--- src/rtl/pc_unit.sv ---
// rtl/pc_unit.sv - program counter and branch resolution stage downstream of the ALU
// Tracks IDLE/RUN/HALTED, resolves jump/branch/halt on each retire step, counts retired instructions.
module pc_unit #(
  parameter int          PC_W     = 10,
  parameter logic [PC_W-1:0] RESET_PC = '0
) (
  input  logic            clk_i,
  input  logic            reset_i,
  input  logic            start_i,
  input  logic            step_i,
  input  logic            eq_i,
  input  logic            cmp_en_i,
  input  logic            jump_i,
  input  logic            branch_i,
  input  logic [7:0]      offset_i,
  input  logic            halt_req_i,
  output logic [PC_W-1:0] pc_o,
  output logic            flag_o,
  output logic            running_o,
  output logic            done_o,
  output logic            taken_o,
  output logic [15:0]     instr_count_o
);

  typedef enum logic [1:0] {IDLE, RUN, HALTED} state_t;

  state_t          state_q;
  logic [PC_W-1:0] pc_q, pc_d;
  logic            flag_q;
  logic            running_q, done_q, taken_q;
  logic [15:0]     count_q;
  logic            redirect_d;
  logic [PC_W-1:0] offset_sext;

  assign offset_sext = {{(PC_W-8){offset_i[7]}}, offset_i};

  // Branch resolves against the flag held before this step, never the incoming eq.
  always_comb begin
    redirect_d = jump_i | (branch_i & flag_q);
    pc_d       = redirect_d ? pc_q + offset_sext : pc_q + PC_W'(1);
  end

  always_ff @(posedge clk_i) begin
    if (reset_i) begin
      state_q   <= IDLE;
      pc_q      <= RESET_PC;
      flag_q    <= 1'b0;
      running_q <= 1'b0;
      done_q    <= 1'b0;
      taken_q   <= 1'b0;
      count_q   <= '0;
    end else begin
      taken_q <= 1'b0;
      case (state_q)
        IDLE, HALTED: begin
          if (start_i) begin
            state_q   <= RUN;
            pc_q      <= RESET_PC;
            flag_q    <= 1'b0;
            count_q   <= '0;
            running_q <= 1'b1;
            done_q    <= 1'b0;
          end
        end
        RUN: begin
          if (step_i) begin
            if (cmp_en_i) flag_q <= eq_i;
            if (count_q != 16'hFFFF) count_q <= count_q + 16'd1;
            if (halt_req_i) begin
              state_q   <= HALTED;
              running_q <= 1'b0;
              done_q    <= 1'b1;
            end else begin
              pc_q    <= pc_d;
              taken_q <= redirect_d;
            end
          end
        end
        default: state_q <= IDLE;
      endcase
    end
  end

  assign pc_o          = pc_q;
  assign flag_o        = flag_q;
  assign running_o     = running_q;
  assign done_o        = done_q;
  assign taken_o       = taken_q;
  assign instr_count_o = count_q;

endmodule

--- config.mk ---
export PLATFORM = sky130hd
export DESIGN_NAME = pc_unit
export DESIGN_NICKNAME = d
export VERILOG_FILES = /design/src/rtl/pc_unit.sv
export SDC_FILE = /design/constraint.sdc
export NUM_CORES = 1
export LEC_CHECK = 0
export BUFFER_PORTS_ARGS = -buffer_cell sky130_fd_sc_hd__buf_4
export CAP_MARGIN = 10
export CORE_ASPECT_RATIO = 0.75
export CORE_MARGIN = 2
export CORE_UTILIZATION = 50
export DETAILED_ROUTE_END_ITERATION = 12
export HOLD_SLACK_MARGIN = 0.05
export PLACE_DENSITY = 0.76
export SYNTH_ARGS = -nofsm -noshare
export SYNTH_HDL_FRONTEND = slang
export SYNTH_SLANG_ARGS = --single-unit
--- constraint.sdc ---
create_clock -name clk_i -period 4.5 [get_ports clk_i]
set_input_delay 0 -clock clk_i [delete_from_list [all_inputs] [get_ports clk_i]]
set_output_delay 0 -clock clk_i [all_outputs]
set_load 0.005 [all_outputs]
==> results of run 1 <==
-- cells in the mapped netlist (2+ instances only) --
cell      instances  area (um2)
dfxtp_1          32         641
nor2_1           26        97.6
nand2_1          22        82.6
a21oi_1          19        95.1
nand3_1          15        75.1
xor2_1           15         131
ha_1             10         125
nor2b_1           8        50.1
inv_1             6        22.5
nand4_1           6        37.5
and3_1            5        31.3
nand2b_1          5        31.3
o21ai_0           4        20.0
xnor2_1           4        35.0
a21o_1            3        22.5
clkbuf_1          3        11.3
nor3b_1           3        22.5
and2b_1           2        15.0
and4_1            2        17.5
mux2i_1           2        20.0
or2_2             2        12.5
or3_1             2        12.5
-- worst paths after layout --
check / start / endpoint / slack [ns] / cells past startpoint
setup / recovery: flag_o / pc_o[8] / 1.80 / 12
hold / removal: halt_req_i / done_o / 0.05 / 3
setup reg to reg: flag_o / pc_o[8] / 1.80 / 12
hold reg to reg: pc_o[6] / pc_o[6] / 0.48 / 2
-- power groups by stage --
stage	Combinational (mW)	Clock (mW)	Sequential (mW)
after detailed placement	0.0682	0	0.299
after floorplan	0.0416	0	0.298
after global placement	0.0680	0	0.298
after CTS	0.0733	0.211	0.292
after global routing	0.0811	0.221	0.293
final	0.0738	0.206	0.292
-- flip-flops by register name, summed over array words and instances, names as in the netlist --
register / flops
done_o: 1
flag_o: 1
instr_count_o: 16
pc_o: 10
running_o: 1
state_q: 2
taken_o: 1
-- worst register-to-register path: stages, from the launching register on --
cell      delay, ns
dfxtp_1        0.33
a21oi_1        0.58
or2_2          0.23
ha_1           0.15
inv_1          0.05
fa_1           0.37
nor2b_1        0.15
o21ai_0        0.09
nand2b_1       0.13
a21o_1         0.15
a31oi_1        0.11
mux2i_1        0.17
nand2_1        0.06
-- layout by cell type, fill, tap and decap left out, drive strengths merged, types with 8 or more instances in the layout --
cell type / n
a21oi: 19
buf: 46
dfxtp: 32
dlygate4sd3: 8
ha: 10
nand2: 22
nand3: 16
nor2: 26
nor2b: 8
xor2: 15
-- cell families (layout without fill, tap and decap cells) --
family,count (synthesis),after routing
AOI/OAI and AO/OA,34,34
adders and majority gates,11,11
muxes,2,2
DFF,32,32
and+or+nand+nor,107,107
buffers and inverters,10,67
xor gates and xnor gates,19,19
-- metrics by stage --
| stage | cells | hold WS (ns) |
|---|---|---|
| 2_1_floorplan | 215 | 0.109 |
| 3_3_place_gp | 297 | 0.239 |
| 3_5_place_dp | 297 | 0.240 |
| 4_1_cts | 312 | 0.0534 |
| 5_1_grt | 312 | 0.0968 |
| 6_report | 312 | 0.0544 |
-- layout make-up --
type | instances | share of cell area (%)
clock inverters | 1 | 0.216
inverters | 6 | 0.972
repair buffers | 54 | 18.4
clock buffers | 6 | 3.13
multi-input cells | 173 | 47.5
well taps | 40 | 2.16
flip-flops and latches | 32 | 27.6
-- metal layers --
| layer | part of all wire [%] | wire (um) |
|---|---|---|
| met5 | 0 | 0 |
| met4 | 0.29 | 12 |
| met3 | 5.4 | 225 |
| met2 | 41 | 1700 |
| met1 | 53 | 2220 |
-- repair_timing --
item,4_1_cts,5_1_grt
hold buffers,8,0
buffers inserted,0,0
endpoints found under the setup margin,0,0
hold endpoints to repair,13,0
==> key figures, run 1 <==
Run status
  • Status: finished, final reports clean

CTS
  • Worst-path clk slew: around 0.070 ns
  • TritonCTS clock tree: yes
  • CTS resizes: 0
  • Clock Latency Late Sink: 0.28 ns
  • CTS root buf: clkbuf_8
  • CTS sink count: 32
  • Inserted Clock Buffers: 5
  • H-tree Lvls: 2
  • Clock buffer depth: 2

Detailed routing
  • DRT iter0 DRCs: 66
  • First-pass detailed-route iteration total: 4
  • DRT antenna net count: 0
  • WL/cell: 13.3 um
  • Drt via density: 5.36
  • Vias: roughly 1700
  • Post-Route WL: 4.16 mm
  • Residual DRC: 0

Synth
  • Largest family of logic cells by synthesized area: simple AND/OR/NAND/NOR gates
  • Yosys reg bits: 32
  • Post-synth EDFFs: 0
  • Synthesized area per cell: between 8 and 9 um2
  • Ys async rst share: 0%
  • Post-Synthesis Cell Area: 0.00178 mm2
  • Distinct cells, synth: ~40
  • Mapped Cells: around 220
  • Synth Area in XOR/XNOR: under 10%
  • Fraction of the mapped netlist area in compound gates: a little under an eighth
  • Ys Warns: 0
  • Simple-Gate Fraction of Synth Area: a little under a third
  • Post-synthesis mux area share: 1.12%
  • Main synth FF type: dfxtp_1
  • Adder-Cell Fraction of Synth Area: under 10%
  • Net Count, Synth: around 240
  • Sequential share of the synthesized area: between 30% and 40%

Timing
  • Clk_skew: 0.00640 ns
  • Crit share post-route: roughly three fifths
  • Setup ws final: 1.80 ns
  • Normalized max-slew margin: 51.4%
  • Fmax: 371 MHz
  • Final Max Slew Viols: 0
  • Fin. Hold Viols: 0
  • Total negative slack: 0 ns
  • Final worst path period need: 2.70 ns
  • Final setup viols: 0
  • RSZ-0062 raised after global routing: false
  • Slew @ Worst Pin: approximately 0.73 ns

Die
  • Die width: approximately 73 um
  • Die ar.: roughly 0.0041 mm2
  • Die Y: between 50 and 60 um
  • Initial core utilization: a little over half
  • Rows: 18
  • Core area: roughly 0.0034 mm2
  • IO Pins: 47

Power and ir drop
  • Psw: 145 uW
  • Power Density: between 200 and 250 mW/mm2
  • Seq pwr share: 51.1%
  • Leak Pwr: 1.04 nW
  • Switching Fraction: between 20% and 30%
  • Combinational Power Share: about 13%
  • Internal power: approximately 430 uW
  • Total power: 572 uW
  • Clock network power share: between 30 and 40%
  • VDD IR-drop max: approximately 150 uV

Place
  • Worst slack at placement: around 1.9 ns
  • Final GP Congestion: a little over 0.8
  • Detail Placement HPWL: 3.01 mm
  • Area after DPL: 0.00216 mm2
  • Port-buffer cells: 46

Cells and area
  • Final core utilization: 69.1%
  • Layout Nets: 300
  • Area Overhead vs Synth: 30.1%
  • Share of layout cells above drive strength 1: a little over a fifth
  • Footprint of the multi-input gates: 0.00110 mm2
  • FF/Latch Area: ~640 um2
  • FILL cells: around 300
  • Design area: roughly 0.0023 mm2
  • Antenna cells: 0

Worst setup path
  • Worst Path Required: roughly 4.7 ns
  • CP endpoint kind: flip-flop
  • Slowest-stage cell, CP: a21oi_1
  • Critical path's top delay family: compound AO/OA/AOI/OAI gates
  • CP Buf/Inv Count: 1
  • Crit path kind: flip-flop to flip-flop
  • Crit path largest cell delay: 0.58 ns
  • CP Data Arrival Time: about 2.9 ns
  • CP Max Fanout: 9
  • Startpoint Class: flip-flop
  • CP Cell Sequence: a21oi_1 > or2_2 > ha_1 > inv_1 > fa_1 > nor2b_1 > o21ai_0 > nand2b_1 > a21o_1 > a31oi_1 > mux2i_1 > nand2_1

Global routing
  • M3 GR Usage: 4.89%
  • GRT met1 Usage: around 32%
  • Most Crowded Layer GR: met1
  • Initial antenna violation count: 0
  • Global-route wire length before repair: between 6 and 7 mm
  • Largest net degree at the start of global routing: 18
  • Total Routing Usage GR: between 20% and 30%
  • Overflow after GRT: 0
  • Met2 Use GR: 29.6%
  • Via count of the first global-routing pass: 1493

Run
  • Max_cap viols: 0

Worst hold path
  • Hold crit path type: primary input to flip-flop
No activity file was read; power rests on OpenSTA's default activity.
==> inputs of run 2 (changes only) <==
--- a/config.mk
+++ b/config.mk
@@ -9,10 +9,10 @@
 export CAP_MARGIN = 10
 export CORE_ASPECT_RATIO = 0.75
 export CORE_MARGIN = 2
-export CORE_UTILIZATION = 50
+export CORE_UTILIZATION = 47
 export DETAILED_ROUTE_END_ITERATION = 12
 export HOLD_SLACK_MARGIN = 0.05
-export PLACE_DENSITY = 0.76
+export PLACE_DENSITY = 0.75
 export SYNTH_ARGS = -nofsm -noshare
 export SYNTH_HDL_FRONTEND = slang
 export SYNTH_SLANG_ARGS = --single-unit
==> constraint.sdc (replaced) <==
create_clock -name clk_i -period 2.3 [get_ports clk_i]
set_input_delay 0 -clock clk_i [delete_from_list [all_inputs] [get_ports clk_i]]
set_output_delay 0 -clock clk_i [all_outputs]
set_load 0.005 [all_outputs]
==> key figures, run 2 (synthesis gave the netlist of run 1 again) <==
Run status
  • Status: finished, violations left
  • Violated checks: setup timing

Timing
  • Fmax: ~430 MHz
  • Fin. Hold Viols: 0
  • Total negative slack: -0.000697 ns
  • Final worst path period need: 2.30 ns
  • Clk_skew: between 0.005 and 0.006 ns
  • Setup ws final: -0.000697 ns
  • Slew @ Worst Pin: roughly 0.52 ns
  • Normalized max-slew margin: approximately 66%
  • Final Hold Slack: 0.0557 ns
  • RSZ-0062 raised after global routing: true
  • Final setup viols: 1
  • Final Max Slew Viols: 0
  • Crit share post-route: 100%

Global routing
  • Total Routing Usage GR: about 22%
  • Global-route wire length before repair: just over 7 mm
  • Initial antenna violation count: 0
  • Overflow after GRT: 0
  • Via count of the first global-routing pass: around 1600
  • Largest net degree at the start of global routing: 18

Cells and area
  • FF/Latch Area: ~640 um2
  • Footprint of the multi-input gates: about 0.0012 mm2
  • Final core utilization: 67.8%
  • Antenna cells: 0
  • Layout Cells excl Fill: approximately 330
  • Layout Nets: a little over 300
  • Design area: ~0.0025 mm2
  • Most frequent cells in the layout: buf_4, dfxtp_1, nor2_1, nand2_1, a21oi_1
  • Max reg flops: 16
  • FILL cells: between 300 and 400
  • Commonest non-fill, non-tap cell in the layout: buf_4
  • Share of layout cells above drive strength 1: between 20% and 30%
  • Area Overhead vs Synth: 38.6%

CTS
  • H-tree Lvls: 2
  • TritonCTS clock tree: yes
  • Worst-path clk slew: approximately 0.070 ns
  • CTS root buf: clkbuf_8
  • Clock Latency Late Sink: roughly 0.29 ns
  • Inserted Clock Buffers: 5
  • Clock buffer depth: 2
  • CTS sink count: 32

Die
  • IO Pins: 47
  • Core area: about 0.0036 mm2
  • Die width: around 75 um
  • Die ar.: roughly 0.0043 mm2
  • Die Y: approximately 57 um
  • Rows: 19
  • Initial core utilization: 49.0%

Place
  • Final GP Congestion: 0.854
  • Area after DPL: around 0.0022 mm2
  • Port-buffer cells: 46
  • Detail Placement HPWL: 3.11 mm
  • Worst slack at placement: -0.0391 ns
  • Cells after DPL: ~310

Detailed routing
  • Vias: approximately 1800
  • WL/cell: approximately 14 um
  • Post-Route WL: between 4 and 5 mm
  • First-pass detailed-route iteration total: 6
  • DRT antenna net count: 0
  • Drt via density: around 5.3
  • Residual DRC: 0
  • DRT iter0 DRCs: between 90 and 100

Worst setup path
  • CP Max Fanout: 6
  • CP endpoint kind: flip-flop
  • Startpoint Class: flip-flop
  • CP Data Arrival Time: around 2.5 ns
  • Worst Path Required: between 2 and 2.5 ns
  • Crit path kind: flip-flop to flip-flop

Worst hold path
  • Hold crit path type: primary input to flip-flop

Power and ir drop
  • Leak Pwr: about 1.1 nW
  • Power Density: between 400 and 500 mW/mm2
  • Total power: 1.19 mW
  • VDD IR-drop max: roughly 280 uV

Run
  • Max_cap viols: 0
run 2: changes by cell type in the layout (fill, tap and decap cells not counted), moves of 2 or more:
cell     before  now
nor2b_2       0    2
ha_4          0    2
nor2b_1       8    6
a21oi_1      19   16
o21ai_0       4    2
o21ai_1       1    3
buf_4        46   54
ha_1         10    8
a21oi_2       0    3
run 2: metal layers:
metal | up-vias | routed length (um) | share of wire (%) | global-route usage [%]
li1 | 879 | - | - | -
met3 | 10 | 256 | 5.6 | 6.89
met2 | 52 | 2020 | 44 | 31.6
met5 | - | 0 | 0 | 0
met1 | 816 | 2220 | 49 | 32.5
met4 | 0 | 65 | 1.4 | 3.83
run 2: critical path: stages, from the launching register on:
cell and delay, ns:
dfxtp_2 0.33, a21oi_2 0.15, buf_6 0.15, nand2b_4 0.13
inv_2 0.04, ha_4 0.22, a21o_1 0.19, a211o_1 0.33
a211oi_2 0.24, xnor2_1 0.13, o311ai_1 0.29
run 2: cell type report:
| class | count | area share, % |
|---|---|---|
| timing repair buffer | 62 | 19.7 |
| inverter | 6 | 0.913 |
| multi-input combinational | 173 | 47.1 |
| sequential | 32 | 26.0 |
| tap | 52 | 2.64 |
| clock buffer | 8 | 3.65 |
run 2: what timing repair did:
item                                    CTS  global route
buffers inserted                          1             5
pin swaps                                 1            11
endpoints found under the setup margin    2             4
hold buffers                              7             0
resized for setup                         4            12
hold endpoints to repair                 13             0
run 2: final timing paths:
| check | start | end | slack, ns | cells past startpoint |
|---|---|---|---|---|
| max | flag_o | pc_o[9] | -0.0007 | 10 |
| min | halt_req_i | state_q[0] | 0.06 | 4 |
| max reg2reg | flag_o | pc_o[9] | -0.0007 | 10 |
| min reg2reg | pc_o[7] | pc_o[7] | 0.48 | 2 |
run 2: power by group:
| group | internal (mW) | switching (mW) | total (mW) |
|---|---|---|---|
| Clock | 0.244 | 0.205 | 0.449 |
| Combinational | 0.0809 | 0.0868 | 0.168 |
| Sequential | 0.563 | 0.00807 | 0.571 |
| Total | 0.888 | 0.300 | 1.19 |
